===== config.mk =====
export PLATFORM = sky130hd
export DESIGN_NAME = fifo_write_arbiter
export DESIGN_NICKNAME = d
export VERILOG_FILES = /design/src/rtl/fifo_write_arbiter.sv
export SDC_FILE = /design/constraint.sdc
export NUM_CORES = 1
export LEC_CHECK = 0
export BUFFER_PORTS_ARGS = -buffer_cell sky130_fd_sc_hd__buf_2
export CORE_UTILIZATION = 46
export CTS_CLUSTER_SIZE = 28
export DETAILED_ROUTE_END_ITERATION = 6
export GPL_ROUTABILITY_DRIVEN = 0
export GPL_TIMING_DRIVEN = 0
export PLACE_DENSITY = 0.87
export SLEW_MARGIN = 40
export SYNTH_ARGS = -nofsm -noshare
export SYNTH_HDL_FRONTEND = slang
export SYNTH_SLANG_ARGS = --single-unit

===== constraint.sdc =====
create_clock -name clk -period 1.96 [get_ports clk]
set_input_delay 0.49 -clock clk [delete_from_list [all_inputs] [get_ports clk]]
set_output_delay 0.49 -clock clk [all_outputs]
set_load 0.05 [all_outputs]

===== src/rtl/fifo_write_arbiter.sv =====
// rtl/fifo_write_arbiter.sv - round-robin, burst-bounded arbiter for the async FIFO write port
module fifo_write_arbiter #(
    parameter int NUM_REQ   = 4,
    parameter int DATA_W    = 8,
    parameter int MAX_BURST = 4
) (
    input  logic                      clk,
    input  logic                      reset,
    input  logic [NUM_REQ-1:0]        req,
    input  logic [NUM_REQ*DATA_W-1:0] req_data,
    input  logic                      full,
    output logic [NUM_REQ-1:0]        grant,
    output logic [NUM_REQ-1:0]        accept,
    output logic                      w_en,
    output logic [DATA_W-1:0]         data_in,
    output logic [15:0]               word_count
);

    localparam int IDX_W = (NUM_REQ > 1) ? $clog2(NUM_REQ) : 1;
    localparam int CNT_W = (MAX_BURST > 1) ? $clog2(MAX_BURST) : 1;

    typedef enum logic {S_IDLE, S_BURST} state_t;

    state_t             r_state, w_next_state;
    logic [NUM_REQ-1:0] r_grant, w_next_grant;
    logic [IDX_W-1:0]   r_last, w_next_last;
    logic [CNT_W-1:0]   r_cnt, w_next_cnt;
    logic [15:0]        r_word_count;

    logic               w_pick_valid;
    logic [IDX_W-1:0]   w_pick;
    logic               w_owner_drop;
    logic               w_burst_end;
    logic [DATA_W-1:0]  w_data;
    int                 w_idx;

    // Accept is also gated by reset so nothing reaches the FIFO while reset is held low.
    assign accept     = r_grant & req & {NUM_REQ{~full}} & {NUM_REQ{reset}};
    assign w_en       = |accept;
    assign grant      = r_grant;
    assign data_in    = w_data;
    assign word_count = r_word_count;

    always_comb begin
        w_data = '0;
        for (int i = 0; i < NUM_REQ; i++) begin
            if (r_grant[i]) w_data = w_data | req_data[i*DATA_W +: DATA_W];
        end
    end

    // Search starts one past the last owner so every requester gets a turn.
    always_comb begin
        w_pick_valid = 1'b0;
        w_pick       = '0;
        w_idx        = 0;
        for (int k = 1; k <= NUM_REQ; k++) begin
            w_idx = (int'(r_last) + k) % NUM_REQ;
            if (!w_pick_valid && req[IDX_W'(w_idx)]) begin
                w_pick_valid = 1'b1;
                w_pick       = IDX_W'(w_idx);
            end
        end
    end

    assign w_owner_drop = |(r_grant & ~req);
    assign w_burst_end  = w_en && (r_cnt == CNT_W'(MAX_BURST - 1));

    always_comb begin
        w_next_state = r_state;
        w_next_grant = r_grant;
        w_next_last  = r_last;
        w_next_cnt   = r_cnt;
        case (r_state)
            S_IDLE: begin
                if (w_pick_valid) begin
                    w_next_state = S_BURST;
                    w_next_grant = {{(NUM_REQ-1){1'b0}}, 1'b1} << w_pick;
                    w_next_last  = w_pick;
                    w_next_cnt   = '0;
                end
            end
            S_BURST: begin
                if (w_owner_drop || w_burst_end) begin
                    w_next_state = S_IDLE;
                    w_next_grant = '0;
                    w_next_cnt   = '0;
                end else if (w_en) begin
                    w_next_cnt = r_cnt + CNT_W'(1);
                end
            end
            default: begin
                w_next_state = S_IDLE;
                w_next_grant = '0;
                w_next_cnt   = '0;
            end
        endcase
    end

    always_ff @(posedge clk) begin
        if (!reset) begin
            r_state      <= S_IDLE;
            r_grant      <= '0;
            r_last       <= IDX_W'(NUM_REQ - 1);
            r_cnt        <= '0;
            r_word_count <= '0;
        end else begin
            r_state <= w_next_state;
            r_grant <= w_next_grant;
            r_last  <= w_next_last;
            r_cnt   <= w_next_cnt;
            if (w_en) r_word_count <= r_word_count + 16'd1;
        end
    end

endmodule


* Word level (Yosys, flattened, before mapping) *
Index checks and enable logic that the tools add are counted.

storage, ports and cells
  register bits = 25
  bits of input ports = 39
  output and inout port bits = 33

cells by class
  add/subtract/negate cells = 6
  order comparisons = 4
  equality and inequality tests = 4
  shifts and indexed selects = 1
  mux-type cells = 34
  bitwise gates (word level) = 10
  reductions and logical operators = 13

operators with widths
  cell                     count
  $mux W8                  4
  $or A8 B8 Y8             3
  $add A16 B1 Y16 const B  1
  $and A4 B4 Y4            4
  $lt A2 B4 Y1 const B     4
  $mux W1                  14
  $mux W2                  7
  $bmux W1 S2              4
  $mux W4                  2
  $pmux W4 S2              1
  $reduce_or A4 Y1         2
  $add A2 B1 Y2 const B    3
  $reduce_and A2 Y1        3
  $add A2 B2 Y2 const B    2
  $logic_and A1 B1 Y1      4
  $not A4 Y4               1
  $pmux W2 S2              1
  $shl A1 B2 Y4 const A    1
  $logic_not A1 Y1         3
  $ne A3 B2 Y1 const B     1
  $eq A2 B2 Y1 const B     1
  $ne A2 B1 Y1 const B     1
  $ne A2 B2 Y1 const B     1
  $not A1 Y1               2
  other kinds (2)          2

* Logic depth before layout (Yosys ltp) *
Gate-level depths: netlist (run 1).

  word-level depth = 17
  gate-level depth with buffers = 6

* Worst setup path after synthesis (run 1) *
OpenSTA, ideal clock, no wires.

  kind = flip-flop to output port
  start point = register r_grant[1] (netlist: grant[1])
  end point = output port accept[1]
  data arrival time = 1.767 ns
  required time = 1.470 ns
  path slack = -0.297 ns
  stages on the path, launching flop included = 4
  path buffers = 1
  path through = dfxtp_1 clkbuf_1 nand2_1 nor2_1

on the way
  word-level cells in the longest chain between the ends = 3

RTL lines
  element                     RTL line  RTL
  start, declared             25        logic [NUM_REQ-1:0] r_grant, w_next_grant;
  start signal, assigned      108       r_grant <= w_next_grant;
  $and A4 B4 Y4 (3 in a row)  38        assign accept = r_grant & req & {NUM_REQ{~full}} & {NUM_REQ{reset}};
  end, declared               13        output logic [NUM_REQ-1:0] accept,

Every way passes these cells.

* Final worst setup path (run 1) *
Ends and elaborated chain as after synthesis.

==> flow_metrics.tcl, run 1 <==
set metrics [dict create \
    outcome "finished clean" \
    synth_compound_area_share_pct 31.1 \
    hold_ws_ns 0.479 \
    grt_util_met2_pct 36.8 \
    synth_cell_types 42 \
    crit_cells 4 \
    hp-class "reg2reg" \
    cts.sinks 25 \
    synth_top_family_by_area "compound AO/OA/AOI/OAI gates" \
    timing.rr.start "word_count[3]" \
    synth_async_sr_flop_share_pct 0 \
    yosysTopAreaCell "dfxtp_1" \
    synth_seq_cells 25 \
    synth.top_cell.area_share_pct 32.4 \
    muxShareOfSynthArea_pct 1.30 \
    antenna_found_initial 0 \
    synth_area_leaders "dfxtp_1 (32%), a22oi_1 (7.8%), nand2_1 (6.3%), a21oi_1 (3.9%), o31ai_1 (2.9%)" \
    crit_fanout 10 \
    cts_tree "built" \
    fill_cells 272 \
    period_minus_slack_ns 1.90 \
    grt_pass1_vias 1379 \
    place_inst 305 \
    slowest_stage "dfxtp_2" \
    routed_via_density 5.68 \
    grt_max_degree 14 \
    worstMarginPinSlew_ns 0.516 \
    crit_end "accept[1]" \
    die_h_um 60.0 \
    hold_viol_final 0 \
    wl_per_cell_um 13.0 \
    postPlaceCellArea_um2 1970 \
    reg2reg_depth 4 \
    synth_nets 234 \
    synth_xor_area_share_pct 2.27 \
    post-route-period-util_pct 96.7 \
    grt_overflow 0 \
    num_rows 20 \
    drc_errors 0 \
    drive_gt1_share_pct 37.5 \
    leakagePower_nw 0.895 \
    cp-start-kind "flop" \
    grtUsageMet3_pct 5.63 \
    final_util_pct 66.3 \
    finalInstanceArea_um2 2070 \
    synth-main-ff-cell "dfxtp_1" \
    vias 1777 \
    r2r-end "word_count[15]" \
    cp_top_family "buffers and inverters" \
    routed_wl_um 4080 \
    fin_skew_ns 0.00163 \
    synth_edf_count 0 \
    fmax_ghz 0.528 \
    ys_seq_area_share_pct 32.4 \
    start_util_pct 49.4 \
    antenna_cells 0 \
    p_total_mw 1.23 \
    drt_iter0_markers 86 \
    htreeDepth 1 \
    cts_inserted_buffers 3 \
    arrival_ns 1.41 \
    yosysWarningCount 0 \
    ant_nets 0 \
    die_area_um2 3600 \
    busiest_layer "met2" \
    crit_chain "clkbuf_2, nand2_1, nor2_2, buf_2" \
    power_density_nw_per_um2 595 \
    crit_type "reg2out" \
    dieWidth_um 60.0 \
    clk_path_buf_depth 2 \
    final_cells 313 \
    maxSlewHeadroom_pct 65.6 \
    end_kind "output port" \
    critPathMaxStageDelay_ns 0.41 \
    nets 311 \
    grt_pass1_wl_um 6130 \
    synth-simple-area-share_pct 25.6 \
    synth.cell_area_um2 1550 \
    cp.required_ns 1.47 \
    track_usage_pct 22.6 \
    critPathBufInv 2 \
    ir_drop_mv 0.425 \
    rsz0062_at_grt "yes" \
    maxCapViolations 0 \
    mostFrequentLayoutCells "buf_2 (64), nand2_1 (26), dfxtp_1 (21), a22oi_1 (15)" \
    core_area_um2 3130 \
    ff2ff_setup_slack_ns 0.25 \
    setup.worst_path.start "grant[1]" \
    hpwl_um 3050 \
    use_met1_pct 29.3 \
    io_pins 72 \
    syn_area_per_cell_um2 8.01 \
    dr.pass1.iters 4 \
    drv_slew 0 \
    clock_latency_ns 0.32 \
    clk_pin_slew_ns 0.13 \
    syn_to_final_growth_pct 34.3 \
    portBuffers 68 \
    layout_commonest_cell "buf_2" \
    setup_violations 0 \
    syn_inst 193 \
    synthAdderAreaFrac_pct 1.62 \
    root_buffer "clkbuf_4" \
]
==> worst min-delay path by stage <==
stage	start	end	depth (start not counted)
finish	word_count[15]	word_count[15]	2
global route	reset	word_count[15]	3
global placement	word_count[15]	word_count[15]	2
floorplan	r_cnt[0]	r_cnt[0]	2
CTS	reset	word_count[12]	3
detailed placement	word_count[15]	word_count[15]	2
==> where the power goes <==
part           leakage (nW)  switching (mW)  internal, mW
Clock                0.0150           0.150        0.0797
Combinational         0.675           0.302         0.156
Sequential            0.205          0.0188         0.528
Total                 0.895           0.472         0.763
==> final cells by class <==
class                      instances  area [µm²]  share of cell area (%)
timing repair buffer              72         394                    19.0
clock buffer                       4        26.3                    1.27
tap                               44        55.1                    2.65
buffer                            12        68.8                    3.32
inverter                           8        33.8                    1.63
multi-input combinational        148         991                    47.8
sequential                        25         505                    24.4
==> per-stage QoR <==
stage | TNS [ns] | setup WS, ns
floorplan | -0.0378 | -0.0378
global placement | -0.204 | -0.189
detailed placement | -0.240 | -0.207
CTS | -0.0222 | -0.0222
global route | -0.00493 | -0.00493
finish | 0 | 0.0646
==> flip-flops by register name, summed over array words and instances, names as in the netlist <==
| name | flops |
|---|---|
| grant | 4 |
| word_count | 16 |
| r_cnt | 2 |
| r_state | 1 |
| r_last | 2 |
==> logic make-up (layout without fill, tap and decap cells) <==
kind of cell    count (synthesis)  after routing
compound gates                 65             65
buf+inv                        20             96
mux                             2              2
flops                          25             25
fa+ha+maj                       2              2
simple gates                   75             75
xor+xnor                        4              4
==> tightest hold or removal path, cell delays in order (launching register included) <==
cell and delay (ns):
dfxtp_1 0.34, nand2_1 0.05, mux2i_1 0.06
==> synthesized netlist by cell type, drive strengths merged, types with 5 or more instances <==
cell type	instances
a21oi	12
a22oi	18
clkbuf	7
dfxtp	25
inv	8
nand2	26
nand2b	6
nand3	5
nor2	10
o211ai	5
o21ai	5
o31ai	6
or3	6
==> repair_timing <==
| item | CTS | global route |
|---|---|---|
| buffers inserted | 0 | 4 |
| gates resized for setup | 8 | 14 |
| hold buffers | 0 | 0 |
| setup endpoints to repair | 13 | 12 |
| hold endpoints to repair | 0 | 0 |
| pin swaps | 0 | 2 |
==> per-layer routing <==
metal / vias up / wire length (µm)
li1: 886 / -
met1: 829 / 1820
met2: 58 / 2010
met3: 4 / 217
met4: 0 / 36
met5: - / 0
Power figures use the tool's default switching activity.
==> run 2, diff against run 1 <==
CORE_MARGIN = 2   (was default)
SLEW_MARGIN = 20   (was 40)
==> flow_metrics.tcl, run 2 (synthesis gave the netlist of run 1 again) <==
set metrics [dict create \
    htreeDepth 1 \
    period_minus_slack_ns 1.90 \
    antenna_cells 0 \
    ant_nets 0 \
    top_layer "met4" \
    wl_per_cell_um 13.1 \
    cp.required_ns 1.47 \
    routed_via_density 5.62 \
    mostFrequentLayoutCells "buf_2 (64), nand2_1 (26), dfxtp_1 (21), a22oi_1 (16), clkbuf_4 (13)" \
    timing.rr.start "word_count[3]" \
    portBuffers 68 \
    start_util_pct 47.0 \
    dieWidth_um 62.0 \
    grt_pass1_vias 1405 \
    root_buffer "clkbuf_4" \
    largest_reg_flops 16 \
    postPlaceCellArea_um2 1970 \
    wl_met1_um 1800 \
    crit_type "in2out" \
    end_kind "output port" \
    outcome "finished clean" \
    arrival_ns 1.41 \
    worstHoldStart "word_count[15]" \
    hold_buffers 0 \
    crit_fanout 6 \
    leakagePower_nw 0.881 \
    dr_wl_met2_um 2070 \
    clk_path_buf_depth 2 \
    die_h_um 62.0 \
    post-place-ws_ns -0.208 \
    setup_violations 0 \
    core_area_um2 3280 \
    routed_wl_um 4100 \
    grt_overflow 0 \
    worstMarginPinSlew_ns 0.504 \
    track_usage_pct 20.7 \
    setup.worst_path.start "full" \
    hp-class "reg2reg" \
    dr.pass1.iters 4 \
    layout_commonest_cell "buf_2" \
    hold_viol_final 0 \
    io_pins 72 \
    ir_drop_mv 0.450 \
    finalInstanceArea_um2 2050 \
    fmax_ghz 0.527 \
    syn_to_final_growth_pct 32.8 \
    setup_slack_ns 0.0637 \
    final_util_pct 62.5 \
    nets 308 \
    num_rows 21 \
    power_density_nw_per_um2 601 \
    fin_skew_ns 0.00419 \
    cts.sinks 25 \
    routed-wl-met3_um 196 \
    drive_gt1_share_pct 36.5 \
    vias 1753 \
    maxSlewHeadroom_pct 66.4 \
    clock_latency_ns 0.32 \
    cts_inserted_buffers 3 \
    grt_max_degree 14 \
    maxCapViolations 0 \
    cp-start-kind "input port" \
    drc_errors 0 \
    drt_iter0_markers 92 \
    antenna_found_initial 0 \
    cts_tree "built" \
    clk_pin_slew_ns 0.13 \
    die_area_um2 3840 \
    drv_slew 0 \
    post-route-period-util_pct 96.7 \
    hpwl_um 3120 \
    grt_pass1_wl_um 6030 \
    fill_cells 293 \
]
[run 2: cell count changes in the layout (fill, tap and decap cells not counted)]
cell,previous run,this run
a22oi_2,3,2
buf_4,5,2
a22oi_1,15,16
clkbuf_4,12,13
clkbuf_2,1,0
[run 2: area by class of cell]
type	count	area, µm²	share of cell area [%]
timing repair buffer	69	374	18.2
sequential	25	505	24.6
clock buffer	4	26.3	1.28
buffer	12	68.8	3.35
tap	46	57.6	2.80
inverter	8	33.8	1.65
multi-input combinational	148	986	48.0
[run 2: worst max-delay path: stages]
cell and delay (ns):
buf_2 0.11, nand2b_2 0.27, a21o_4 0.25, clkinvlp_4 0.11, buf_6 0.17
[run 2: routing by layer]
metal  track usage [%]  vias to the layer above
met1              27.5                      831
met2              34.2                       44
met5                 0                        -
li1                  -                      873
met4              6.99                        0
met3              3.11                        5
[run 2: timing repair]
item,CTS,global route
pin swaps,1,1
hold endpoints to repair,0,0
resized for setup,10,12
setup buffers,0,1
setup endpoints to repair,13,13
[run 2: final timing paths]
path               endpoint  slack [ns]  cells past startpoint
max                    w_en        0.06                      5
max reg2reg  word_count[15]        0.25                      4
min          word_count[15]        0.47                      2
min reg2reg  word_count[15]        0.47                      2
[run 2: where the power goes]
part	leakage, nW	switching, mW	internal [mW]	total (mW)
Sequential	0.205	0.0191	0.528	0.547
Clock	0.0150	0.155	0.0797	0.235
Combinational	0.662	0.298	0.153	0.451
Total	0.881	0.472	0.761	1.23
[run 2: through the flow]
step / std cells / hold slack [ns] / total power, mW / TNS, ns
floorplan: 193 / 0.453 / 0.870 / -0.0378
global placement: 307 / 0.453 / 0.980 / -0.215
detailed placement: 307 / 0.461 / 0.986 / -0.268
CTS: 311 / 0.470 / 1.22 / 0
global route: 312 / 0.483 / 1.30 / -0.00272
finish: 312 / 0.475 / 1.23 / 0
